==> src/rtl/wb_arb_pkg.sv <==
// Shared types and defaults for the register-file write-port arbiter.
package wb_arb_pkg;
  localparam int REG_W        = 5;
  localparam int DATA_W       = 32;
  localparam int DEPTH_DEF    = 2;
  localparam int MAX_WAIT_DEF = 4;
  localparam int WAIT_W       = 4;

  typedef struct packed {
    logic              valid;
    logic [REG_W-1:0]  regno;
    logic [DATA_W-1:0] data;
  } wb_entry_t;

  // True when a live entry targets the given register.
  function automatic logic reg_match(input wb_entry_t e, input logic [REG_W-1:0] r);
    return e.valid && (e.regno == r);
  endfunction
endpackage

==> src/rtl/wb_arb_fifo.sv <==
// Circular holding buffer for MUL/DIV results with per-entry kill by destination register.
module wb_arb_fifo
  import wb_arb_pkg::*;
#(
  parameter int DEPTH = DEPTH_DEF
) (
  input  logic             clk,
  input  logic             reset,
  input  logic             push,
  input  wb_entry_t        push_entry,
  input  logic             pop,
  input  logic             kill_en,
  input  logic [REG_W-1:0] kill_reg,
  output wb_entry_t        head,
  output logic             full,
  output logic             empty,
  output logic             any_valid
);
  localparam int AW = (DEPTH > 1) ? $clog2(DEPTH) : 1;
  localparam int CW = AW + 1;

  wb_entry_t     mem_q [DEPTH];
  wb_entry_t     mem_d [DEPTH];
  logic [AW-1:0] wr_ptr_q, wr_ptr_d;
  logic [AW-1:0] rd_ptr_q, rd_ptr_d;
  logic [CW-1:0] count_q, count_d;
  logic          push_ok, pop_ok;

  assign full    = (count_q == CW'(DEPTH));
  assign empty   = (count_q == {CW{1'b0}});
  assign push_ok = push && !full;
  assign pop_ok  = pop && !empty;
  assign head    = mem_q[rd_ptr_q];

  // Free slots always carry valid=0, so OR-ing every slot reflects live entries only.
  always_comb begin
    any_valid = 1'b0;
    for (int i = 0; i < DEPTH; i++) begin
      any_valid = any_valid | mem_q[i].valid;
    end
  end

  // Next-state: kill stored matches, retire the popped slot, then write the pushed entry.
  always_comb begin
    mem_d = mem_q;
    for (int i = 0; i < DEPTH; i++) begin
      mem_d[i].valid = mem_q[i].valid & ~(kill_en & reg_match(mem_q[i], kill_reg));
    end
    mem_d[rd_ptr_q].valid = mem_d[rd_ptr_q].valid & ~pop_ok;
    if (push_ok) begin
      mem_d[wr_ptr_q] = push_entry;
      wr_ptr_d        = wr_ptr_q + AW'(1);
    end else begin
      wr_ptr_d = wr_ptr_q;
    end
    if (pop_ok) begin
      rd_ptr_d = rd_ptr_q + AW'(1);
    end else begin
      rd_ptr_d = rd_ptr_q;
    end
    case ({push_ok, pop_ok})
      2'b10:   count_d = count_q + CW'(1);
      2'b01:   count_d = count_q - CW'(1);
      default: count_d = count_q;
    endcase
  end

  // Buffer state registers.
  always_ff @(posedge clk) begin
    if (reset) begin
      for (int i = 0; i < DEPTH; i++) begin
        mem_q[i] <= {($bits(wb_entry_t)){1'b0}};
      end
      wr_ptr_q <= {AW{1'b0}};
      rd_ptr_q <= {AW{1'b0}};
      count_q  <= {CW{1'b0}};
    end else begin
      mem_q    <= mem_d;
      wr_ptr_q <= wr_ptr_d;
      rd_ptr_q <= rd_ptr_d;
      count_q  <= count_d;
    end
  end
endmodule

==> src/rtl/wb_port_arbiter.sv <==
// Arbitrates the register-file write port between the pipeline and buffered MUL/DIV results.
// Optional WB_ARB_STATS_EN adds a saturating conflict_count output.
module wb_port_arbiter
  import wb_arb_pkg::*;
#(
  parameter int DEPTH    = DEPTH_DEF,
  parameter int MAX_WAIT = MAX_WAIT_DEF
) (
  input  logic              clk,
  input  logic              reset,
  input  logic              wb_RegWrite,
  input  logic [REG_W-1:0]  wb_WriteRegister,
  input  logic [DATA_W-1:0] wb_WriteData,
  input  logic              md_valid,
  input  logic [REG_W-1:0]  md_WriteRegister,
  input  logic [DATA_W-1:0] md_Result,
  output logic              md_ready,
  output logic              RegWrite_Out,
  output logic [REG_W-1:0]  WriteRegister_Out,
  output logic [DATA_W-1:0] WriteData_Out,
  output logic              Stall_Out
`ifdef WB_ARB_STATS_EN
  ,
  output logic [15:0]       conflict_count
`endif
);
  wb_entry_t         head;
  wb_entry_t         push_entry;
  logic              fifo_full, fifo_empty, fifo_pop, fifo_any_valid;
  logic              kill_en, head_grant, pipe_grant;
  logic              regwrite_q, regwrite_d;
  logic [REG_W-1:0]  wreg_q, wreg_d;
  logic [DATA_W-1:0] wdata_q, wdata_d;
  logic [WAIT_W-1:0] wait_q, wait_d;

  assign push_entry        = '{valid: 1'b1, regno: md_WriteRegister, data: md_Result};
  assign md_ready          = !fifo_full;
  assign Stall_Out         = (wait_q == WAIT_W'(MAX_WAIT));
  assign RegWrite_Out      = regwrite_q;
  assign WriteRegister_Out = wreg_q;
  assign WriteData_Out     = wdata_q;

  wb_arb_fifo #(.DEPTH(DEPTH)) u_fifo (
    .clk        (clk),
    .reset      (reset),
    .push       (md_valid),
    .push_entry (push_entry),
    .pop        (fifo_pop),
    .kill_en    (kill_en),
    .kill_reg   (wb_WriteRegister),
    .head       (head),
    .full       (fifo_full),
    .empty      (fifo_empty),
    .any_valid  (fifo_any_valid)
  );

  // Grant priority: forced drain, then pipeline, then buffered head; killed heads drop silently.
  always_comb begin
    head_grant = 1'b0;
    pipe_grant = 1'b0;
    regwrite_d = 1'b0;
    wreg_d     = wreg_q;
    wdata_d    = wdata_q;
    if (Stall_Out) begin
      head_grant = 1'b1;
    end else if (wb_RegWrite) begin
      pipe_grant = 1'b1;
    end else if (!fifo_empty) begin
      head_grant = 1'b1;
    end else begin
      head_grant = 1'b0;
    end
    if (head_grant && head.valid) begin
      regwrite_d = (head.regno != {REG_W{1'b0}});
      wreg_d     = head.regno;
      wdata_d    = head.data;
    end else if (pipe_grant) begin
      regwrite_d = (wb_WriteRegister != {REG_W{1'b0}});
      wreg_d     = wb_WriteRegister;
      wdata_d    = wb_WriteData;
    end else begin
      regwrite_d = 1'b0;
    end
    kill_en  = pipe_grant && (wb_WriteRegister != {REG_W{1'b0}});
    fifo_pop = head_grant || (!fifo_empty && !head.valid);
    wait_d   = (fifo_empty || fifo_pop) ? {WAIT_W{1'b0}} : (wait_q + WAIT_W'(1));
  end

  // Write-port output and starvation counter registers.
  always_ff @(posedge clk) begin
    if (reset) begin
      regwrite_q <= 1'b0;
      wreg_q     <= {REG_W{1'b0}};
      wdata_q    <= {DATA_W{1'b0}};
      wait_q     <= {WAIT_W{1'b0}};
    end else begin
      regwrite_q <= regwrite_d;
      wreg_q     <= wreg_d;
      wdata_q    <= wdata_d;
      wait_q     <= wait_d;
    end
  end

`ifdef WB_ARB_STATS_EN
  logic [15:0] conflict_q, conflict_d;

  assign conflict_count = conflict_q;

  // Count cycles where the pipeline writes while a live MUL/DIV result is parked.
  always_comb begin
    if (wb_RegWrite && fifo_any_valid && (conflict_q != 16'hFFFF)) begin
      conflict_d = conflict_q + 16'd1;
    end else begin
      conflict_d = conflict_q;
    end
  end

  // Conflict statistics register.
  always_ff @(posedge clk) begin
    if (reset) begin
      conflict_q <= 16'd0;
    end else begin
      conflict_q <= conflict_d;
    end
  end
`else
  logic unused_any_valid;
  assign unused_any_valid = fifo_any_valid;
`endif
endmodule

==> config.mk <==
export PLATFORM = sky130hd
export DESIGN_NAME = wb_port_arbiter
export DESIGN_NICKNAME = d
export VERILOG_FILES = /design/src/rtl/wb_arb_pkg.sv /design/src/rtl/wb_arb_fifo.sv /design/src/rtl/wb_port_arbiter.sv
export SDC_FILE = /design/constraint.sdc
export NUM_CORES = 1
export LEC_CHECK = 0
export BUFFER_PORTS_ARGS = -buffer_cell sky130_fd_sc_hd__buf_2
export CAP_MARGIN = 20
export CORE_MARGIN = 3
export CORE_UTILIZATION = 45
export CTS_CLUSTER_DIAMETER = 40
export DETAILED_ROUTE_END_ITERATION = 6
export PLACE_DENSITY = 0.71
export SLEW_MARGIN = 30
export SYNTH_ARGS = -nofsm -noshare
export SYNTH_HDL_FRONTEND = slang
export SYNTH_SLANG_ARGS = --single-unit
==> constraint.sdc <==
create_clock -name clk -period 2.5 [get_ports clk]
set_clock_uncertainty 0.2 [all_clocks]
set_input_delay 0.5 -clock clk [delete_from_list [all_inputs] [get_ports clk]]
set_output_delay 0.5 -clock clk [all_outputs]
set_load 0.1 [all_outputs]
Word-level counts from Yosys, hierarchy flattened
Index checks and enable logic that the tools add are counted.

Flip-flop bits (word level): 122. Output and inout port bits: 40. Logic and storage cells: 83.

Add/subtract/negate cells: 5. $lt $le $gt $ge: 4. Eq/ne operators: 6. Mux-type cells: 25. Bitwise logic cells: 10. Reductions and logical operators: 20.

Operators with widths (count): 38-bit 2-to-1 mux (8); 76-bit bitwise mux (2); 38-bit demux with 1-bit select (2); 76-bit 2-to-1 mux (1); 32-bit 2-to-1 mux (2); 5-bit == test (2); 5-bit 2-to-1 mux (2); 5-bit nonzero test (2); 1-bit logical AND (9); 1-bit 2-to-1 mux (7); 1-bit bitwise AND (5); 4-bit by 1-bit adder with 4-bit output, second input constant (1); 2-bit == test, second input constant (2); 4-bit by 3-bit == test with 1-bit output, second input constant (1); 2-bit >= comparator, second input constant (2); 2-bit by 1-bit < comparator with 1-bit output, second input constant (2); 1-bit NOT with 2-bit output (2); 2-bit one-hot mux with 2 select lines (1); 2-bit nonzero test (2); 1-bit logical NOT (3); 1-bit NOT (3); 1-bit adder, second input constant (2); 2-bit by 1-bit adder with 2-bit output, second input constant (1); 2-bit by 1-bit == test with 1-bit output, second input constant (1); other kinds (4) (5).

Longest topological paths before layout
Word-level depth: 13. Gate-level depth with buffers: 8. Gate-level depth less buffers: 8.

Hierarchy
A second synthesis with hierarchy kept.

Cells, all modules: 663. Area, all modules: 5582.9 sq um.

By module, submodules not included: wb_arb_fifo (times used 1, cells an instance 412, area an instance 3407.0 sq um, sequential area each 1601.5 sq um); wb_port_arbiter (times used 1, cells an instance 251, area an instance 2175.8 sq um, sequential area each 840.8 sq um).

Worst setup path after synthesis
OpenSTA, ideal clock, no wires.

Kind: register -> register. Start point: reg u_fifo.count_q[0]. End point: reg u_fifo.count_q[1]. Arrival time: 2.243 ns. Data required time: 2.230 ns. Setup slack: -0.013 ns. Stages on the path, launching flop included: 6. Buffers on the path: 0. Period minus slack after synthesis: 2.513 ns. Path through: dfxtp_1 nand2b_1 nand2_1 ha_1 or3_1 a21oi_1.

Elaborated cells between the ends (all ways): 17. Classes of those cells: add/sub: 2; eq/ne: 3; mux: 4; reduce/logical: 8.

RTL lines: from (decl) (line wb_arb_fifo.sv:26) `logic [CW-1:0] count_q, count_d;`; from (signal assigned) (line wb_arb_fifo.sv:76) `count_q <= {CW{1'b0}};`; from (signal assigned) (line wb_arb_fifo.sv:81) `count_q <= count_d;`; 2-bit == test * (line wb_arb_fifo.sv:29) `assign full = (count_q == CW'(DEPTH));`; 1-bit logical NOT *; named net md_ready (line wb_port_arbiter.sv:17) `output logic md_ready,`; 1-bit logical AND * (line wb_arb_fifo.sv:31) `assign push_ok = push && !full;`; 2-bit by 1-bit == test with 1-bit output / 2-bit == test (equally long branches) (line wb_arb_fifo.sv:61) `case ({push_ok, pop_ok})`; 2-bit one-hot mux with 2 select lines / 2-bit nonzero test (equally long branches).

Mark *: on every way through the listed nets, which the timed path passes. The rest lies on a longest branch. A chain may end at the register's enable or synchronous reset.

Worst setup path after layout
Start point: reg wait_q[0]. End point: out Stall_Out.

Cells in the longest elaborated chain, start to end: 1.

RTL lines: from (decl) (line wb_port_arbiter.sv:34) `logic [WAIT_W-1:0] wait_q, wait_d;`; from (signal assigned) (line wb_port_arbiter.sv:95) `wait_q <= {WAIT_W{1'b0}};`; from (signal assigned) (line wb_port_arbiter.sv:100) `wait_q <= wait_d;`; 4-bit by 3-bit == test with 1-bit output (line wb_port_arbiter.sv:38) `assign Stall_Out = (wait_q == WAIT_W'(MAX_WAIT));`; to (decl) (line wb_port_arbiter.sv:21) `output logic Stall_Out`.

No other way between the ends.

==> results.toml <==
[critical_path]
critical_path.cell_chain = "inv_1 -> ha_1 -> nand3b_4 -> inv_1 -> buf_2"
cp_top_family = "buffers and inverters"
crit_type = "flip-flop to primary output"
arrival_ns = 1.66
worstPathMaxFanout = 7
critPathMaxStageDelay_ns = 0.42
path_buf_inv = 3
regToRegSetupSlack_ns = 0.35
cp-start-kind = "flip-flop"
critPathMostFrequentCell = "inv_1"
r2r-end = "WriteData_Out[8]"
crit_cells = 5
endpoint_kind = "primary output"
startpoint = "wait_q[0]"
cp.required_ns = 1.80
r2r_cells = 7
crit_end = "Stall_Out"
cp_slowest_cell = "buf_2"
regToRegStartpoint = "wait_q[0]"

[yosys]
synth_ff_type = "dfxtp_1"
synth_cell_type_count = 37
synthArstFlopShare_pct = 0
synthesis.area_sq_um = 5260
syn-num-nets = 733
ys_ff_latch = 122
yosysSeqAreaShare_pct = 46.4
synth_area_per_cell_sq_um = 8.07
netlist_instances = 652
synth-edff-count = 0
ys.warnings.count = 0

[timing]
min_period_ns = 2.36
fin_ws_ns = 0.141
finalCritPeriodShare_pct = 94.4
hold_viol = 0
max_freq_mhz = 424
setup_tns_ns = 0
rsz0062_at_grt = "no"
worst_pin_slew_ns = 0.553
setup_viol = 0
slew_headroom_pct = 63.1
slew_violations = 0

[floorplanning]
io_pins = 118
start_util_pct = 47.3
rows = 38
coreArea_sq_um = 11100
dieArea_sq_um = 13000
die_w_um = 114
dieHeight_um = 114

[clock_tree]
clk_path_buf_depth = 2
cts_setup_buffers = 0
hold_buffers = 0
htreeDepth = 4
cts_root_buf = "clkbuf_16"
cts_resized = 0
clkTransAtPathRegs_ns = 0.06
cts_sinks = 122
insertion_delay_ns = 0.41
cts_made_buffers = 17
cts_tree = "done"

[placed_design]
place_congestion = 0.833
dp_hpwl_um = 8910
place_ws_ns = 0.366
port_buffers = 117
post_dp_cell_area_sq_um = 5890

[finish]
final_cell_area_sq_um = 6580
syn2layout_area_growth_pct = 25.1
fill_cells = 1025
drive_gt1_share_pct = 22.4
final_common_cell = "nand2_1"
layout_common_cells = "227 x nand2_1, 121 x dfxtp_1, 116 x buf_2"
nNetsFinal = 830

[route]
top_layer_used = "met4"
viasPerCell = 5.40
dr_total_vias = 4880
totalWireLength_um = 13800
drc_errors = 0
wl_met1_um = 5980
wl_per_cell_um = 15.3
met3WireLength_um = 1080
firstDrtPassIters = 5
first_iter_violations = 264
route.met2.wl_um = 6580
drtAntennaViolNets = 0

[global_routing]
grt_pass1_wl_um = 22400
grt_overflow_total = 0
grt.total_usage_pct = 21.6
antenna_found_initial = 1
grt_max_degree = 76
grt_pass1_vias = 4582

[worst_hold_path]
worstHoldStart = "md_WriteRegister[0]"
hold_path_class = "input port to flip-flop"

[status]
status = "finished clean"

[power]
powerDensity_nw_per_um2 = 1080
p_leak_nw = 2.64
peakVddDrop_mv = 0.714

[flow_run]
maxCapViolCount = 0
[state kept, by name, summed over array words and instances (netlist names)]
register / flops
u_fifo.rd_ptr_q: 1
u_fifo.wr_ptr_q: 1
RegWrite_Out: 1
u_fifo.count_q: 2
u_fifo.mem_q: 76
wait_q: 4
WriteData_Out: 32
WriteRegister_Out: 5
[area by class of cell]
cell class | instances | area, sq um | share of cell area, %
clock buffers | 26 | 509 | 7.74
well taps | 140 | 175 | 2.66
clock inverters | 6 | 180 | 2.74
multi-input cells | 471 | 2510 | 38.2
flip-flops and latches | 122 | 2440 | 37.1
diodes | 1 | 2.50 | 0.0380
inverters | 5 | 18.8 | 0.285
repair buffers | 132 | 738 | 11.2
[worst min-delay path by stage]
stage                     cells after the start          endpoint  slack (ns)
after floorplan                               1         wait_q[0]        0.23
after global placement                        2  u_fifo.mem_q[63]        0.24
after detailed placement                      2  u_fifo.mem_q[61]        0.24
after CTS                                     3  u_fifo.mem_q[70]        0.12
after global routing                          3  u_fifo.mem_q[70]        0.13
final                                         3  u_fifo.mem_q[70]        0.14
[per-layer routing]
metal  vias to the layer above  GRT usage (%)
met5                         -              0
met4                         0           6.89
met3                        16           5.60
met2                       160           35.9
met1                      2277           27.5
li1                       2427              -
[logic make-up after synthesis]
kind of cell	synth area share (%)
adder cells (fa/ha/maj)	0.714
buffers and inverters	5.92
multiplexers	1.05
XOR/XNOR	2.50
flip-flops	46.4
AO/OA/AOI/OAI	20.2
AND/OR/NAND/NOR	23.2
[through the flow]
stage	power (mW)	std cells	utilization, %	hold WS [ns]
finish	7.12	903	59.2	0.137
global route	7.45	902	59.1	0.133
CTS	7.17	902	59.1	0.119
detailed placement	4.34	870	52.9	0.243
global placement	4.29	870	52.9	0.236
floorplan	3.93	652	-	0.230
[worst register-to-register path, cell delays in order, from the launching register on]
cell	delay [ns]
dfxtp_1	0.39
inv_1	0.06
ha_1	0.23
nand3b_4	0.12
and2_1	0.36
buf_4	0.32
nand2_1	0.11
a311oi_1	0.26
[power by group]
group	internal (mW)	switching [mW]
clock	2.00	0.818
combinational	0.518	1.45
sequential	2.18	0.146
[cell usage after synthesis, types with 2 or more instances]
master | count | area share, %
buf_4 | 10 | 1.4
buf_2 | 18 | 1.7
buf_6 | 4 | 0.86
inv_1 | 5 | 0.36
o31ai_1 | 2 | 0.29
nor2b_1 | 34 | 4.0
ha_1 | 3 | 0.71
a211oi_2 | 2 | 0.48
nand3_1 | 4 | 0.38
dfxtp_1 | 122 | 46
a311oi_1 | 37 | 6.2
a211oi_1 | 34 | 4.9
mux2_2 | 3 | 0.64
nand2_1 | 227 | 16
xor2_1 | 2 | 0.33
xnor2_1 | 13 | 2.2
nor4_1 | 2 | 0.24
or4_1 | 2 | 0.29
a21oi_1 | 79 | 7.5
clkbuf_1 | 22 | 1.6
nor2_1 | 11 | 0.78
Note: power is estimated with default switching activity, not from simulation.
